===== config.mk =====
export PLATFORM = sky130hd
export DESIGN_NAME = key_event
export DESIGN_NICKNAME = d
export VERILOG_FILES = /design/src/rtl/key_event.sv
export SDC_FILE = /design/constraint.sdc
export NUM_CORES = 1
export LEC_CHECK = 0
export CAP_MARGIN = 10
export CELL_PAD_IN_SITES_DETAIL_PLACEMENT = 0
export CELL_PAD_IN_SITES_GLOBAL_PLACEMENT = 1
export CORE_MARGIN = 8
export CORE_UTILIZATION = 49
export CTS_BUF_LIST = sky130_fd_sc_hd__clkbuf_8
export CTS_CLUSTER_DIAMETER = 80
export DETAILED_ROUTE_END_ITERATION = 12
export PLACE_DENSITY = 0.9
export REMOVE_ABC_BUFFERS = 1
export SETUP_SLACK_MARGIN = 0.05
export SLEW_MARGIN = 40
export SYNTH_ARGS = -nofsm -noshare
export SYNTH_HDL_FRONTEND = slang
export SYNTH_SLANG_ARGS = --single-unit

===== constraint.sdc =====
create_clock -name Clk -period 2.45 [get_ports Clk]
set_input_delay 0.49 -clock Clk [delete_from_list [all_inputs] [get_ports Clk]]
set_output_delay 0.49 -clock Clk [all_outputs]
set_load 0.01 [all_outputs]

===== src/rtl/key_event.sv =====
// Debounced key level to one-cycle press/release/long/repeat strobes on Clk,
// with a local synchronizer, free-running tick divider and hold-time FSM.
module key_event #(
    parameter int unsigned TICK_DIV     = 500000,
    parameter int unsigned LONG_TICKS   = 100,
    parameter int unsigned REPEAT_TICKS = 20
) (
    input  logic       Clk,
    input  logic       Rst_n,
    input  logic       Key_xi,
    output logic       Press_xo,
    output logic       Release_xo,
    output logic       Long_xo,
    output logic       Repeat_xo,
    output logic       Held_xo,
    output logic [7:0] Count_xo
);
    localparam int unsigned TW = (TICK_DIV > 1) ? $clog2(TICK_DIV) : 1;

    typedef enum logic [1:0] {
        IDLE,
        PRESS,
        LONG
    } state_t;

    state_t        state;
    logic          s1, s2, s3;
    logic [TW-1:0] tcnt;
    logic [15:0]   hcnt;
    logic [15:0]   hcnt_inc;
    logic          tick;
    logic          press_edge;
    logic          release_edge;

    assign tick         = (tcnt == TW'(TICK_DIV - 1));
    assign press_edge   = s2 & ~s3;
    assign release_edge = ~s2 & s3;
    assign hcnt_inc     = hcnt + 16'd1;

    always_ff @(posedge Clk or negedge Rst_n) begin
        if (!Rst_n) begin
            s1 <= 1'b0;
            s2 <= 1'b0;
            s3 <= 1'b0;
        end else begin
            s1 <= Key_xi;
            s2 <= s1;
            s3 <= s2;
        end
    end

    always_ff @(posedge Clk or negedge Rst_n) begin
        if (!Rst_n) begin
            tcnt <= '0;
        end else if (tick) begin
            tcnt <= '0;
        end else begin
            tcnt <= tcnt + 1'b1;
        end
    end

    // Release is tested before tick so it always wins over a threshold tick.
    always_ff @(posedge Clk or negedge Rst_n) begin
        if (!Rst_n) begin
            state      <= IDLE;
            hcnt       <= '0;
            Press_xo   <= 1'b0;
            Release_xo <= 1'b0;
            Long_xo    <= 1'b0;
            Repeat_xo  <= 1'b0;
            Held_xo    <= 1'b0;
            Count_xo   <= '0;
        end else begin
            Press_xo   <= 1'b0;
            Release_xo <= 1'b0;
            Long_xo    <= 1'b0;
            Repeat_xo  <= 1'b0;
            case (state)
                IDLE: begin
                    if (press_edge) begin
                        state    <= PRESS;
                        hcnt     <= '0;
                        Press_xo <= 1'b1;
                        Held_xo  <= 1'b1;
                        Count_xo <= Count_xo + 8'd1;
                    end
                end
                PRESS: begin
                    if (release_edge) begin
                        state      <= IDLE;
                        hcnt       <= '0;
                        Release_xo <= 1'b1;
                        Held_xo    <= 1'b0;
                    end else if (tick) begin
                        if (hcnt_inc == 16'(LONG_TICKS)) begin
                            state   <= LONG;
                            hcnt    <= '0;
                            Long_xo <= 1'b1;
                        end else begin
                            hcnt <= hcnt_inc;
                        end
                    end
                end
                LONG: begin
                    if (release_edge) begin
                        state      <= IDLE;
                        hcnt       <= '0;
                        Release_xo <= 1'b1;
                        Held_xo    <= 1'b0;
                    end else if (tick) begin
                        if (hcnt_inc == 16'(REPEAT_TICKS)) begin
                            hcnt      <= '0;
                            Repeat_xo <= 1'b1;
                        end else begin
                            hcnt <= hcnt_inc;
                        end
                    end
                end
                default: begin
                    state   <= IDLE;
                    hcnt    <= '0;
                    Held_xo <= 1'b0;
                end
            endcase
        end
    end
endmodule


# Word level (Yosys, flattened, before mapping)
# Cells that the tools add are included.
totals:
  input_bits: 3
  elab_cells: 66
  ff_bits: 53
  out_inout_bits: 13
op_classes:
  n_reduce_logical: 6
  muxes: 30
  bitwise: 4
  n_eq_ne: 11
  n_addsub: 3
ops:
  columns: ["operator", "n"]
  rows:
  - ["$mux W16", 7]
  - ["$pmux W16 S3", 1]
  - ["$add A19 B1 Y19 const B", 1]
  - ["$eq A19 B19 Y1 const B", 1]
  - ["$mux W19", 1]
  - ["$add A16 B1 Y16 const B", 1]
  - ["$eq A16 B5 Y1 const B", 1]
  - ["$eq A16 B7 Y1 const B", 1]
  - ["$mux W1", 14]
  - ["$mux W2", 5]
  - ["$ne A3 B3 Y1 const B", 3]
  - ["$add A8 B1 Y8 const B", 1]
  - ["$pmux W2 S3", 1]
  - ["$ne A2 B2 Y1 const B", 2]
  - ["$reduce_and A2 Y1", 2]
  - ["$reduce_and A4 Y1", 1]
  - ["$reduce_and A3 Y1", 1]
  - ["$and A1 B1 Y1", 2]
  - ["$eq A2 B1 Y1 const B", 1]
  - ["$eq A2 B2 Y1 const B", 1]
  - ["$logic_not A2 Y1", 1]
  - ["$ne A2 B1 Y1 const B", 1]
  - ["$not A1 Y1", 2]
  - ["$pmux W1 S2", 1]
  - ["$reduce_or A2 Y1", 1]

# Logic depth before layout (Yosys ltp)
# Gate-level depths: netlist (run 1).
logic_depth:
  ltp_word: 6
  depth_mapped: 10
  depth_no_buf: 8

# Worst setup path before layout (run 1)
# OpenSTA, ideal clock, no wires.
synth_timing:
  kind: "register to register"
  startpoint: "register hcnt[0]"
  endpoint: "register state[0]"
  period_less_slack_ns: 2.242
  path_buffers: 0
  stages_incl_launch_ff: 9
  arrival_ns: 2.117
  setup_time_ns: 0.125
  slack_ns: 0.208
  t_required_ns: 2.325
  cell_sequence: "dfrtp_1 ha_1 and4_1 nand4_1 mux2i_1 and4_1 nand4_1 a31oi_1 mux2_2"
synth_via:
  elab_chain_len: 4
synth_lines:
  columns: ["item", "line", "text"]
  rows:
  - ["start, declared", "29", "logic [15:0] hcnt;"]
  - ["start signal, assigned", "100", "hcnt <= hcnt_inc;"]
  - ["start signal, assigned", "115", "hcnt <= hcnt_inc;"]
  - ["$add A16 B1 Y16", "38", "assign hcnt_inc = hcnt + 16'd1;"]
  - ["$eq A16 B7 Y1", "95", "if (hcnt_inc == 16'(LONG_TICKS)) begin"]
  - ["$ne A3 B3 Y1 (no line)", null, null]
  - ["$reduce_and A4 Y1 (no line)", null, null]
  - ["end signal, assigned", "90", "state <= IDLE;"]
  - ["end signal, assigned", "96", "state <= LONG;"]
  - ["end signal, assigned", "106", "state <= IDLE;"]
  - ["end, declared", "26", "state_t state;"]
# No other way between the ends.
# A chain may end at the register's enable or synchronous reset.

# Final worst setup path (run 1)
layout_timing:
  startpoint: "register hcnt[0]"
  endpoint: "register hcnt[15]"
layout_via:
  elab_chain_len: 6
  word_cells_on_any_way: 10
  cone_classes: "add/sub: 1; eq/ne: 2; mux: 7"
layout_lines:
  columns: ["item", "line", "text"]
  rows:
  - ["$add A16 B1 Y16 (*)", "38", null]
  - ["$eq A16 B5 Y1 or $eq A16 B7 Y1 (tied branches)", "111, 95", null]
  - ["$mux W16 (on tied branches)", "111, 95", null]
  - ["$mux W16 (on tied branches)", "110, 94", null]
  - ["$mux W16 (on tied branches)", "105, 89", null]
  - ["$pmux W16 S3 (*)", "78", "case (state)"]
# Every way passes the cells marked *; elsewhere a longest branch is shown, timed or not. The select of a mux whose other input is x is not followed.

==> results of run 1 <==
-- layer usage --
layer | part of all wire | track usage | wire [um] | vias up
met5 | 0 | 0 | 0 | -
met4 | 0.013 | 0.0449 | 81 | 0
met3 | 0.049 | 0.0317 | 315 | 7
met2 | 0.45 | 0.228 | 2900 | 47
met1 | 0.49 | 0.204 | 3150 | 1165
li1 | - | - | - | 1195
-- through the flow --
stage	std cells	utilization
floorplan	298	-
global placement	412	0.563
detailed placement	412	0.563
CTS	420	0.578
global route	425	0.598
finish	425	0.598
-- kinds of logic after synthesis --
family | after synthesis | synth area share
AND/OR/NAND/NOR | 140 | 0.248
AO/OA/AOI/OAI | 58 | 0.142
flip-flops | 53 | 0.441
XOR/XNOR | 27 | 0.0786
buffers and inverters | 26 | 0.0470
adder cells (fa/ha/maj) | 7 | 0.0291
multiplexers | 4 | 0.0141
-- cells in the mapped netlist, drive strengths merged (3+ instances only) --
library cell / number
and4: 5
xor2: 10
nor2b: 5
nand2: 33
o211ai: 3
a21boi: 3
o21ai: 9
and3: 7
dfrtp: 53
nand4: 13
nor3: 6
nor2: 24
clkbuf: 4
buf: 13
nand3: 18
or3: 3
nor4: 4
and2: 11
a21oi: 10
o31ai: 8
xnor2: 17
a31oi: 9
inv: 9
ha: 7
-- sequential cells by signal, summed over array words and instances (netlist names) --
name / count
Release_xo: 1
hcnt: 16
Repeat_xo: 1
state: 2
s2: 1
Press_xo: 1
s3: 1
Count_xo: 8
Held_xo: 1
tcnt: 19
s1: 1
Long_xo: 1
-- where the power goes --
group / internal, uW / switching (uW) / leakage (uW) / total [uW]
combinational: 359 / 481 / 0.000799 / 839
sequential: 959 / 96.8 / 0.000704 / 1060
clock: 204 / 307 / 0.0000445 / 511
total: 1520 / 885 / 0.00155 / 2410
-- area by class of cell --
type / instances / area share
inverters: 9 / 0.00954
repair buffers: 43 / 0.105
well taps: 75 / 0.0265
flip-flops and latches: 53 / 0.375
clock inverters: 3 / 0.00601
multi-input cells: 237 / 0.459
clock buffers: 5 / 0.0194
-- worst paths after layout --
check / startpoint / endpoint / depth (start not counted)
worst max-delay path: hcnt[0] / hcnt[15] / 8
worst min-delay path: Rst_n / hcnt[14] / 1
worst max register to register: hcnt[0] / hcnt[15] / 8
worst min register to register: s1 / s2 / 0
max in group asynchronous: Rst_n / tcnt[12] / 2
min in group Clk: s1 / s2 / 0
-- what timing repair did --
action / 4_1_cts / 5_1_grt
cloned: 0 / 1
gates resized for setup: 2 / 18
setup endpoints to repair: 10 / 13
setup buffers: 0 / 4
pin swaps: 0 / 8
-- placed cells by master, fill, tap and decap left out, types with 5 or more instances in the layout --
cell,instances
dfrtp_1,52
nand2_1,33
buf_4,26
nor2_1,23
nand3_1,18
xnor2_1,17
clkdlybuf4s50_1,14
nand4_1,13
xor2_1,10
a21oi_1,10
inv_1,9
a31oi_1,9
o21ai_0,8
and2_1,8
and3_1,6
ha_1,6
nor2b_1,5
o31ai_2,5
clkbuf_8,5
==> out/metrics.yaml, run 1 <==
floorplan.die.width_um: 94.3
setup_violations: 0
yosys_register_bits: 53
crit_path_top_delay_cell: "a311o_2"
post_synth_inst_count: 315
crit_required_ns: 2.68
pwr_density_cell_mw_per_mm2: 679
detail_route.iter0.violations: 167
grt_remaining_overflow: 0
final.hold.worst_slack_ns: 0.181
crit_path_cell_trace: "buf_4 > and4_2 > a21boi_1 > nor3_2 > and4_1 > a21o_1 > a311o_2 > o31ai_1"
netlist.top_cell.by_area: "dfrtp_1"
postLayoutCellArea_mm2: 0.00354
worst_path_dominant_cell_family: "compound AO/OA/AOI/OAI gates"
place_hpwl_mm: 4.66
root_buffer: "clkbuf_8"
cts-root-to-sink-buffers: 2
cp_data_arrival_time_ns: 2.57
timing.max_cap.violations: 0
drt-pass1-iter-count: 4
clock_sink_count: 53
overall_routed_net_length_mm: 6.45
maximum_clock_skew_at_final_layout_ns: 0.00792
synth.top_cells.by_area: "dfrtp_1, xnor2_1, nand2_1"
max_clock_freq_mhz: 428
antenna_cells: 0
synth_top_area_frac: 0.441
hold_viol_final: 0
design.core.area_mm2: 0.00592
final_period_minus_worst_setup_slack_ns: 2.34
placed_cell_area_mm2: 0.00333
layout.area.seq_mm2: 0.00133
worst-path-buf-inv: 1
cts_hold_repair.buffers: 0
area_delta_synth_final_pct: 17.8
outcome: "finished clean"
slew_viol_final: 0
synth.avg_cell_area_um2: 9.54
via_per_inst: 5.68
num_rows: 28
final.period_utilization: 0.953
worstHoldPathType: "in -> async"
postSynth.asyncResetShare: 1.00
regToRegSetupSlack_ns: 0.11
grtUsageTotal: 0.148
clkLatencyLatePin_ns: 0.31
ioPinCount: 16
critical-path-max-stage-delay_ns: 0.44
cts_made_buffers: 5
tritoncts: "done"
maxSlewHeadroom: 0.576
layout_setup_ws_ns: 0.114
clkTransAtPathRegs_ns: 0.10
route.vias.total: 2414
peakVddDrop_mv: 0.363
final_net_count: 359
post-layout-total-power_uw: 2410
dp_worst_setup_slack_ns: -0.0313
postRouteAntennaNets: 0
pin_count_of_the_biggest_net_entering_global_routing: 29
synth_ff_type: "dfrtp_1"
remaining_drc_errors: 0
floorplan.die_area_mm2: 0.00890
filler_cell_count: 512
yosysUniqueCellTypes: 59
clock_tree.htree_level_count: 2
yosysSeqAreaShare: 0.441
via_count_of_the_first_global_routing_pass: 2259
fraction_of_final_layout_cells_with_drive_strength_greater_than_1: 0.194
tns_ns: 0
synth_enable_flop_cells: 0
yosysWarningCount: 0
worst_pin_slew_ns: 0.636
grt_antenna_before_repair: 0
static_power_due_to_leakage_uw: 0.00155
end_kind: "register"
routedWlPerCell_um: 15.2
port_buffers: 15
floorplan.die.height_um: 94.3
crit_path_start_kind: "register"
worst-setup-path-type: "reg -> reg"
wire_length_of_the_first_global_routing_pass_mm: 10.6
place.gp.congestion: 0.866
grt_setup_unrepaired: "no"
multiInputGateArea_mm2: 0.00162
netlist_area_mm2: 0.00301
floorplan.initialDensity: 0.508
timing.critical_path.fanout_max: 10
No activity file was read; power rests on OpenSTA's default activity.
==> run 2: changes to the inputs <==
- CTS_CLUSTER_DIAMETER: 80 -> default
==> results of run 2 <==
No change in the layout: final DEF, timing and power equal those of run 1.
